$ cat src/rtl/pc_next_unit.sv
// ---------------------------------------------------------------------------
// pc_next_unit
//
// Purpose:
//   Owns the fetch PC register of the IF stage. It resolves the conditional
//   branches and jumps presented by decode and steers the PC toward them.
//   While the pipeline is stalled, a redirect is parked in a target latch and
//   applied once the stall clears. An exception request overrides everything
//   and sends fetch to EXC_VEC. With DELAY_SLOT=0 the wrong-path instruction
//   already fetched into IF/ID is killed through flush_if.
//
// Ports:
//   clk, reset         rising-edge clock, asynchronous active-high reset
//   stall              hold the PC (hazard or memory wait)
//   exc_req            redirect to EXC_VEC, overrides stall
//   dec_pc             PC of the instruction in decode
//   br_valid, br_type  conditional branch present and its comparison code
//   rs_data, rt_data   forwarded operands for the branch compare
//   imm16              branch offset in words
//   jmp_valid, jmp_reg jump present; 0 = j/jal, 1 = jr/jalr
//   instr_index        j/jal index field
//   jr_addr            register jump target
//   pc                 registered fetch PC
//   pc_plus4           pc + 4 (combinational)
//   flush_if           kill the IF/ID instruction (combinational)
//   redirect_pending   a latched target is waiting for the stall to clear
//   misalign_err       one-cycle pulse for a jr target with nonzero low bits
// ---------------------------------------------------------------------------
module pc_next_unit #(
  parameter int unsigned ADDR_W     = 32,
  parameter logic [31:0] RESET_PC   = 32'h0000_3000,
  parameter logic [31:0] EXC_VEC    = 32'h0000_4180,
  parameter bit          DELAY_SLOT = 1'b1
) (
  input  logic              clk,
  input  logic              reset,
  input  logic              stall,
  input  logic              exc_req,
  input  logic [ADDR_W-1:0] dec_pc,
  input  logic              br_valid,
  input  logic [2:0]        br_type,
  input  logic [31:0]       rs_data,
  input  logic [31:0]       rt_data,
  input  logic [15:0]       imm16,
  input  logic              jmp_valid,
  input  logic              jmp_reg,
  input  logic [25:0]       instr_index,
  input  logic [31:0]       jr_addr,
  output logic [ADDR_W-1:0] pc,
  output logic [ADDR_W-1:0] pc_plus4,
  output logic              flush_if,
  output logic              redirect_pending,
  output logic              misalign_err
);

  typedef enum logic {RUN, HOLD} state_e;

  state_e              state_q, state_d;
  logic [ADDR_W-1:0]   pc_q, pc_d;
  logic [ADDR_W-1:0]   tgt_q, tgt_d;
  logic                misalign_q, misalign_d;

  logic                taken;
  logic                redirect;
  logic [ADDR_W-1:0]   dec_plus4;
  logic [31:0]         dec_plus4_ext;
  logic [31:0]         br_off32;
  logic [31:0]         j_tgt32;
  logic [ADDR_W-1:0]   br_tgt;
  logic [ADDR_W-1:0]   j_tgt;
  logic [ADDR_W-1:0]   jr_tgt;
  logic [ADDR_W-1:0]   redir_tgt;

  // Branch condition and target computation. Comparisons are signed on the
  // full 32-bit operands. The j/jal target is assembled at 32 bits and then
  // truncated, so narrow PCs simply drop the region bits they cannot hold.
  always_comb begin
    taken = 1'b0;
    unique case (br_type)
      3'b001:  taken = (rs_data == rt_data);
      3'b010:  taken = (rs_data != rt_data);
      3'b011:  taken = ($signed(rs_data) >  32'sd0);
      3'b100:  taken = ($signed(rs_data) <= 32'sd0);
      3'b101:  taken = ($signed(rs_data) <  32'sd0);
      3'b110:  taken = ($signed(rs_data) >= 32'sd0);
      default: taken = 1'b0;
    endcase

    dec_plus4     = dec_pc + ADDR_W'(4);
    dec_plus4_ext = 32'(dec_plus4);
    br_off32      = {{14{imm16[15]}}, imm16, 2'b00};
    br_tgt        = dec_plus4 + br_off32[ADDR_W-1:0];
    j_tgt32       = {dec_plus4_ext[31:28], instr_index, 2'b00};
    j_tgt         = j_tgt32[ADDR_W-1:0];
    jr_tgt        = {jr_addr[ADDR_W-1:2], 2'b00};

    redirect  = jmp_valid | (br_valid & taken);
    // A jump beats a simultaneous branch.
    if (jmp_valid) begin
      redir_tgt = jmp_reg ? jr_tgt : j_tgt;
    end else begin
      redir_tgt = br_tgt;
    end
  end

  // Next PC, target latch and RUN/HOLD state, in priority order. The
  // misalignment pulse is raised only when the jr is actually accepted
  // (not stalled, not overridden by an exception), so a stalled jr does not
  // report the same fault on every held cycle.
  always_comb begin
    pc_d       = pc_q + ADDR_W'(4);
    tgt_d      = tgt_q;
    state_d    = state_q;
    misalign_d = jmp_valid & jmp_reg & (|jr_addr[1:0]) & ~stall & ~exc_req;

    if (exc_req) begin
      pc_d    = EXC_VEC[ADDR_W-1:0];
      tgt_d   = '0;
      state_d = RUN;
    end else if (stall && redirect) begin
      pc_d    = pc_q;
      tgt_d   = redir_tgt;
      state_d = HOLD;
    end else if (stall) begin
      pc_d    = pc_q;
    end else if (state_q == HOLD) begin
      pc_d    = redirect ? redir_tgt : tgt_q;
      state_d = RUN;
    end else if (redirect) begin
      pc_d    = redir_tgt;
    end
  end

  // State registers; reset discards any pending target.
  always_ff @(posedge clk or posedge reset) begin
    if (reset) begin
      pc_q       <= RESET_PC[ADDR_W-1:0];
      tgt_q      <= '0;
      state_q    <= RUN;
      misalign_q <= 1'b0;
    end else begin
      pc_q       <= pc_d;
      tgt_q      <= tgt_d;
      state_q    <= state_d;
      misalign_q <= misalign_d;
    end
  end

  // Output drive. Without a delay slot, whatever IF fetched behind a taken
  // redirect (new or released from HOLD) is on the wrong path.
  always_comb begin
    pc               = pc_q;
    pc_plus4         = pc_q + ADDR_W'(4);
    redirect_pending = (state_q == HOLD);
    misalign_err     = misalign_q;
    flush_if         = (DELAY_SLOT == 1'b0) & ~stall & ~exc_req &
                       (redirect | (state_q == HOLD));
  end

endmodule

$ cat config.mk
export PLATFORM = sky130hd
export DESIGN_NAME = pc_next_unit
export DESIGN_NICKNAME = d
export VERILOG_FILES = /design/src/rtl/pc_next_unit.sv
export SDC_FILE = /design/constraint.sdc
export NUM_CORES = 1
export LEC_CHECK = 0
export CAP_MARGIN = 20
export CORE_UTILIZATION = 47
export CTS_CLUSTER_DIAMETER = 80
export CTS_CLUSTER_SIZE = 28
export DETAILED_ROUTE_END_ITERATION = 8
export PLACE_DENSITY = 0.82
export SYNTH_ARGS = -nofsm -noshare
export SYNTH_HDL_FRONTEND = slang
export SYNTH_SLANG_ARGS = --single-unit
$ cat constraint.sdc
create_clock -name clk -period 2.8 [get_ports clk]
set_input_delay 0.56 -clock clk [delete_from_list [all_inputs] [get_ports clk]]
set_output_delay 0.56 -clock clk [all_outputs]
set_load 0.01 [all_outputs]
==> results of run 1 <==
routing by layer:
layer | GRT overflow | global-route usage
met3 | 0 | 0.498
met1 | 0 | 0.696
met4 | 2 | 0.722
met2 | 1 | 0.929
met5 | 0 | 0.186
cell usage after synthesis, types with 3 or more instances:
library cell and number:
nand2_1 108, and3_1 10, clkbuf_1 36, and2_1 9
a21oi_1 60, xnor2_1 58, or2_2 3, o211ai_1 19
a211o_1 3, nand3b_1 5, nand3_1 25, o2111ai_1 4
buf_6 3, a22oi_1 4, nor2b_1 8, ha_1 36
a41oi_1 3, and4_1 7, nand4_1 27, a31oi_1 9
mux2_2 7, a21o_1 5, a32oi_1 3, o21bai_1 6
o21a_1 4, o2bb2ai_1 3, inv_1 15, o22ai_1 3
o21ai_0 36, buf_4 6, nor3_1 19, nor4_1 18
nand2b_1 21, o31a_1 3, nor2_1 91, mux2i_1 44
dfrtp_1 64, xor2_1 54, a221oi_1 3, a211oi_1 24
stage by stage:
step / util / TNS (ns) / area, sq um
after CTS: 0.873 / -12.84 / 12900
after detailed placement: 0.782 / -60.48 / 11500
after global placement: 0.782 / -54.79 / 11500
after floorplan: - / -10.18 / 7340
timing repair:
item | 4_1_cts
endpoints found under the setup margin | 88
setup buffers | 55
gates cloned | 5
gates resized for setup | 396
pin swaps | 167
cells by family after synthesis:
group | Yosys count | synth area share
simple gates | 365 | 0.251
compound gates | 217 | 0.202
xor+xnor | 112 | 0.136
flops | 66 | 0.229
buf+inv | 66 | 0.0409
mux | 53 | 0.0751
fa+ha+maj | 37 | 0.0652
other cells | 1 | 0.000520
==> key figures, run 1 <==
Floorplan
  • Die Height: about 130 um
  • Die Span X: 126 um
  • Initial Util: 0.489
  • I/O Pins: around 250
  • FP Rows: between 40 and 50

Synth
  • Post-synth EDFFs: 0
  • Share of the synthesized area in the top cell type: 0.222
  • #FFs+latches synth: 66
  • Post-synth ARST share: 1.00
  • Netlist Area Pre-Place: approximately 7200 sq um
  • Seq/Total Area, Yosys: 0.229
  • Ys flop type: dfrtp_1
  • Distinct cells, synth: 75
  • Top cells by area, synth: dfrtp_1 (22%), xnor2_1 (7.0%), xor2_1 (6.6%)
  • Synthesized Nets: ~1100
  • Ys Warns: 0
  • Post-Syn Instances: slightly above 900
  • Cell taking the most area after synthesis: dfrtp_1
  • Syn avg cell area: approximately 7.9 sq um

Placement
  • Post-Place Cells: approximately 1500
  • Setup WS pre-CTS: -1.45 ns
  • Port bufs: between 200 and 250
  • Post-DP HPWL: ~21000 um
  • Gpl congestion: between 0.9 and 1

Run status
  • Stop err: [ERROR GRT-0232] Routing congestion too high. Check the congestion heatmap in the GUI.
  • Stopping stage: 5_1_grt
  • Status: aborted with a tool error

Clock tree
  • CTS Root Cell: clkbuf_16
  • Num CTS Buffers: 9
  • Hold_buf cts: 0
  • Clock tree sinks: 66
  • Max clock buf depth: 2
  • H-tree depth: 3

Global routing
  • Total GRT Usage: 0.707
  • Largest net degree at the start of global routing: between 60 and 70
  • GRT overflow: 3

Timing
  • GRT repair_timing worst endpoint: tgt_q[29]$_DFFE_PP0P_/D
  • Worst ep type: register data pin
==> inputs of run 2 (changes only) <==
--- a/config.mk
+++ b/config.mk
@@ -6,11 +6,9 @@
 export NUM_CORES = 1
 export LEC_CHECK = 0
 export CAP_MARGIN = 20
-export CORE_UTILIZATION = 47
-export CTS_CLUSTER_DIAMETER = 80
-export CTS_CLUSTER_SIZE = 28
+export CORE_UTILIZATION = 40
 export DETAILED_ROUTE_END_ITERATION = 8
-export PLACE_DENSITY = 0.82
+export PLACE_DENSITY_LB_ADDON = 0.15
 export SYNTH_ARGS = -nofsm -noshare
 export SYNTH_HDL_FRONTEND = slang
 export SYNTH_SLANG_ARGS = --single-unit
==> run 2 against run 1 <==
  * The flow now finishes, with violations (negative setup slack)
  * Synthesized cell count unchanged
  * Area after synthesis unchanged
==> key figures, run 2 <==
Placement
  • Post-DP HPWL: about 21000 um
  • Port bufs: approximately 250
  • Post-Place Cells: around 1600
  • Gpl congestion: 0.921

Final layout
  • Fillers: around 1200
  • Layout cells sized above 1: 0.440
  • Commonest non-fill, non-tap cell in the layout: buf_4
  • # nets final: 1665
  • Fin util: 0.782
  • Sequential standard cell area: between 1500 and 2000 sq um
  • Fin cells: 1679
  • Area growth from synthesis to layout: 89.4%
  • Area of the multi-input gates: about 6500 sq um
  • Most frequent cells in the layout: buf_4 (270), clkdlybuf4s50_1 (132), nand2_1 (94), nor2_1 (77), dfrtp_1 (64)

Detailed routing
  • Drt pass-1 iters: 6
  • Final routed DRC violation total: 0
  • Vias: around 9400
  • Antenna viol nets, final: 0
  • Avg Vias per Cell: about 5.6
  • DR WL/cell: about 19 um
  • Drt total wl: between 30000 and 40000 um
  • DR iter-0 viols: 570

Run status
  • Status: complete, but fails checks
  • Failing checks: negative setup slack

Power and ir drop
  • Total power: around 4.6 mW
  • Power per cell area: between 300 and 400 nW/um^2
  • Max IR drop VDD: between 0.2 and 0.25 mV
  • Pleak: about 6.3 nW

Global routing
  • Total GRT Usage: 0.294
  • First-pass GRT wire length: 43200 um
  • Vias in the first global route: around 8800
  • GRT overflow: 0
  • Largest net degree at the start of global routing: 43
  • Initial antenna violation count: 0

Synth
  • Netlist Area Pre-Place: 7210 sq um
  • Cell taking the most area after synthesis: dfrtp_1
  • Share of the synthesized area in the top cell type: 0.222
  • Seq/Total Area, Yosys: 0.229
  • Post-synth ARST share: 1.00
  • Synthesized Nets: 1134
  • Syn avg cell area: 7.87 sq um
  • Top cells by area, synth: dfrtp_1 (22%), xnor2_1 (7.0%), xor2_1 (6.6%)
  • Post-Syn Instances: between 900 and 1000
  • Most frequent cell after synthesis: nand2_1
  • Ys flop type: dfrtp_1
  • Post-synth EDFFs: 0
  • Leading cell types by count after synthesis: nand2_1 (108), nor2_1 (91), dfrtp_1 (64)
  • Ys Warns: 0
  • Distinct cells, synth: 75
  • #FFs+latches synth: 66

Floorplan
  • FP Rows: 48
  • Initial Util: 0.413
  • Area of the core: around 17000 sq um
  • Die Span X: roughly 140 um
  • Die area: about 19000 sq um
  • Die Height: between 100 and 150 um
  • I/O Pins: approximately 250

Critical path
  • Worst setup SP type: input pin
  • Crit path DAT: 3.76 ns
  • Worst stage delay on the critical path: roughly 0.34 ns
  • CP Max Fanout: 3
  • CP endpoint kind: flip-flop
  • Worst EP required: between 3 and 4 ns
  • Kind of critical path: in -> reg
  • Slowest-stage cell, CP: a211o_1
  • Crit-path cells: buf_6 -> and4_1 -> buf_4 -> and3_4 -> buf_6 -> nand2_4 -> xnor2_2 -> ha_1 -> buf_4 -> a21o_1 -> a211o_1 -> a22oi_1 -> and2_1 -> o211ai_1 -> buf_4 -> a21oi_2 -> xnor2_2 -> nor3_2 -> o21ai_1
  • Most frequent CP cell: buf_4

Timing
  • RSZ-0062 raised after global routing: yes
  • Hold slack: between 0.4 and 0.5 ns
  • Worst setup skew after layout: 0.00471 ns
  • Pins Over Slew Limit: 0
  • Tmin final: 3.55 ns
  • Final setup margin: -0.748 ns
  • Final setup violation count: 44
  • Setup TNS: -18.13 ns
  • Slew HR: 0.449
  • Max Clk Rate: 0.282 GHz
  • Worst-margin pin slew: roughly 0.82 ns
  • Hold Violations, Final: 0
  • Fin crit share: 1.27

Clock tree
  • Hold_buf cts: 0
  • H-tree depth: 3
  • CTS clk-pin slew, worst paths: approximately 0.060 ns
  • Clk Latency, worst-skew pair: 0.33 ns
  • CTS Root Cell: clkbuf_16
  • Max clock buf depth: 2
  • Num CTS Buffers: 9
  • Clock tree sinks: 66
  • TritonCTS clock tree: done

Hold path
  • Hold WC Path Type: in -> async

Run
  • Max Cap Violations: 0
==> run 2: layout make-up <==
cell class	instances	area share
multi-input combinational	786	0.477
timing repair buffer	567	0.357
clock buffer	11	0.0178
sequential	66	0.121
inverter	18	0.00495
clock inverter	5	0.00220
antenna	1	0.000183
tap	225	0.0206
==> run 2: worst paths after layout <==
check | from | to | slack, ns | depth (start not counted)
hold reg to reg | pc[1] | pc[1] | 0.53 | 1
hold / removal | reset | tgt_q[4] | 0.43 | 2
setup reg to reg | pc[3] | pc[26] | 0.05 | 13
min in group clk | pc[1] | pc[1] | 0.53 | 1
max in group asynchronous | reset | pc[8] | 1.85 | 3
setup / recovery | dec_pc[9] | pc[24] | -0.75 | 19
==> run 2: report_power, final <==
group | switching, mW | internal [mW]
registers | 0.0558 | 1.03
clock network | 0.434 | 0.619
logic | 1.16 | 1.27
==> run 2: cell families after synthesis <==
family,share of synthesized area
adder cells (fa/ha/maj),0.0652
other,0.000520
multiplexers,0.0751
AO/OA/AOI/OAI,0.202
buffers and inverters,0.0409
flip-flops,0.229
XOR/XNOR,0.136
AND/OR/NAND/NOR,0.251
==> run 2: metrics by stage <==
step	area [sq um]	setup slack, ns
finish	13700	-0.748
CTS	12700	-0.632
global route	13700	-0.836
global placement	11700	-1.36
floorplan	7340	-0.837
detailed placement	11700	-1.44
==> run 2: layer usage <==
metal / share of wire / vias to the layer above / routed length, um / GRT usage
li1: - / 4402 / - / -
met1: 0.40 / 4469 / 12500 / 0.375
met2: 0.50 / 464 / 15700 / 0.508
met3: 0.075 / 79 / 2360 / 0.0358
met4: 0.028 / 0 / 877 / 0.106
met5: 0 / - / 0 / 0
==> run 2: what timing repair did <==
action	4_1_cts	5_1_grt
endpoints found under the setup margin	89	84
buffers inserted	53	43
cloned	0	4
resized for setup	414	209
pin swaps	127	149
==> run 2: worst max-delay path: cells and delay by family <==
family | cells | cell delay, ns
AO/OA/AOI/OAI | 6 | 1.23
XOR/XNOR | 2 | 0.24
adder cells (fa/ha/maj) | 1 | 0.23
buffers and inverters | 5 | 0.63
AND/OR/NAND/NOR | 5 | 0.83
Power figures use the tool's default switching activity.
==> inputs of run 3 (changes only) <==
--- a/config.mk
+++ b/config.mk
@@ -6,7 +6,7 @@
 export NUM_CORES = 1
 export LEC_CHECK = 0
 export CAP_MARGIN = 20
-export CORE_UTILIZATION = 40
+export CORE_UTILIZATION = 47
 export DETAILED_ROUTE_END_ITERATION = 8
 export PLACE_DENSITY_LB_ADDON = 0.15
 export SYNTH_ARGS = -nofsm -noshare
==> run 3 against run 2 <==
  * The flow now stops in 5_1_grt
  * Synthesized cell count is the same
  * Area after synthesis did not move
==> key figures, run 3 <==
Floorplan
  • Initial Util: 0.489
  • Die Height: 126 um
  • I/O Pins: roughly 250
  • FP Rows: 44
  • Die Span X: ~130 um

Run status
  • Stopping stage: 5_1_grt
  • Status: aborted with a tool error
  • Stop err: [ERROR GRT-0232] Routing congestion too high. Check the congestion heatmap in the GUI.

Clock tree
  • Hold_buf cts: 0
  • Num CTS Buffers: 9
  • Max clock buf depth: 2
  • H-tree depth: 3
  • CTS Root Cell: clkbuf_16
  • Clock tree sinks: 66

Synth
  • Post-synth EDFFs: 0
  • Seq/Total Area, Yosys: 0.229
  • Most frequent cell after synthesis: nand2_1
  • Syn avg cell area: 7.87 sq um
  • Ys flop type: dfrtp_1
  • Ys Warns: 0
  • Netlist Area Pre-Place: about 7000 sq um
  • Synthesized Nets: 1134
  • Leading cell types by count after synthesis: nand2_1 (108), nor2_1 (91), dfrtp_1 (64)
  • Top cells by area, synth: dfrtp_1 (22%), xnor2_1 (7.0%), xor2_1 (6.6%)
  • Cell taking the most area after synthesis: dfrtp_1
  • Distinct cells, synth: 75
  • #FFs+latches synth: 66
  • Post-synth ARST share: 1.00
  • Post-Syn Instances: roughly 900
  • Share of the synthesized area in the top cell type: 0.222

Global routing
  • Largest net degree at the start of global routing: 67
  • GRT overflow: about 150
  • Total GRT Usage: 0.758

Placement
  • Setup WS pre-CTS: -1.41 ns
  • DP Area: about 12000 sq um
  • Port bufs: ~250
  • Gpl congestion: 0.906
  • Post-DP HPWL: 20800 um

Timing
  • Worst ep type: register data pin
  • GRT repair_timing worst endpoint: tgt_q[29]$_DFFE_PP0P_/D
==> run 3: cell counts after synthesis <==
Identical to the previous run, type by type.
==> run 3: repair_timing <==
action	CTS
setup buffers	64
endpoints found under the setup margin	89
gates cloned	5
resized for setup	479
pin swaps	168
==> run 3: logic make-up after synthesis <==
logic type / after synthesis / synth area share
AO/OA/AOI/OAI: 217 / 0.202
other: 1 / 0.000520
flip-flops: 66 / 0.229
adder cells (fa/ha/maj): 37 / 0.0652
multiplexers: 53 / 0.0751
XOR/XNOR: 112 / 0.136
buffers and inverters: 66 / 0.0409
AND/OR/NAND/NOR: 365 / 0.251
==> run 3: metrics by stage <==
stage,util,std cells
2_1_floorplan,-,917
3_3_place_gp,0.783,1531
3_5_place_dp,0.783,1531
4_1_cts,0.874,1608
==> run 3: metal layers <==
layer  track usage  overflow
met3         0.569         0
met1         0.717         1
met2         0.975        84
met4         0.853        60
met5         0.133         0
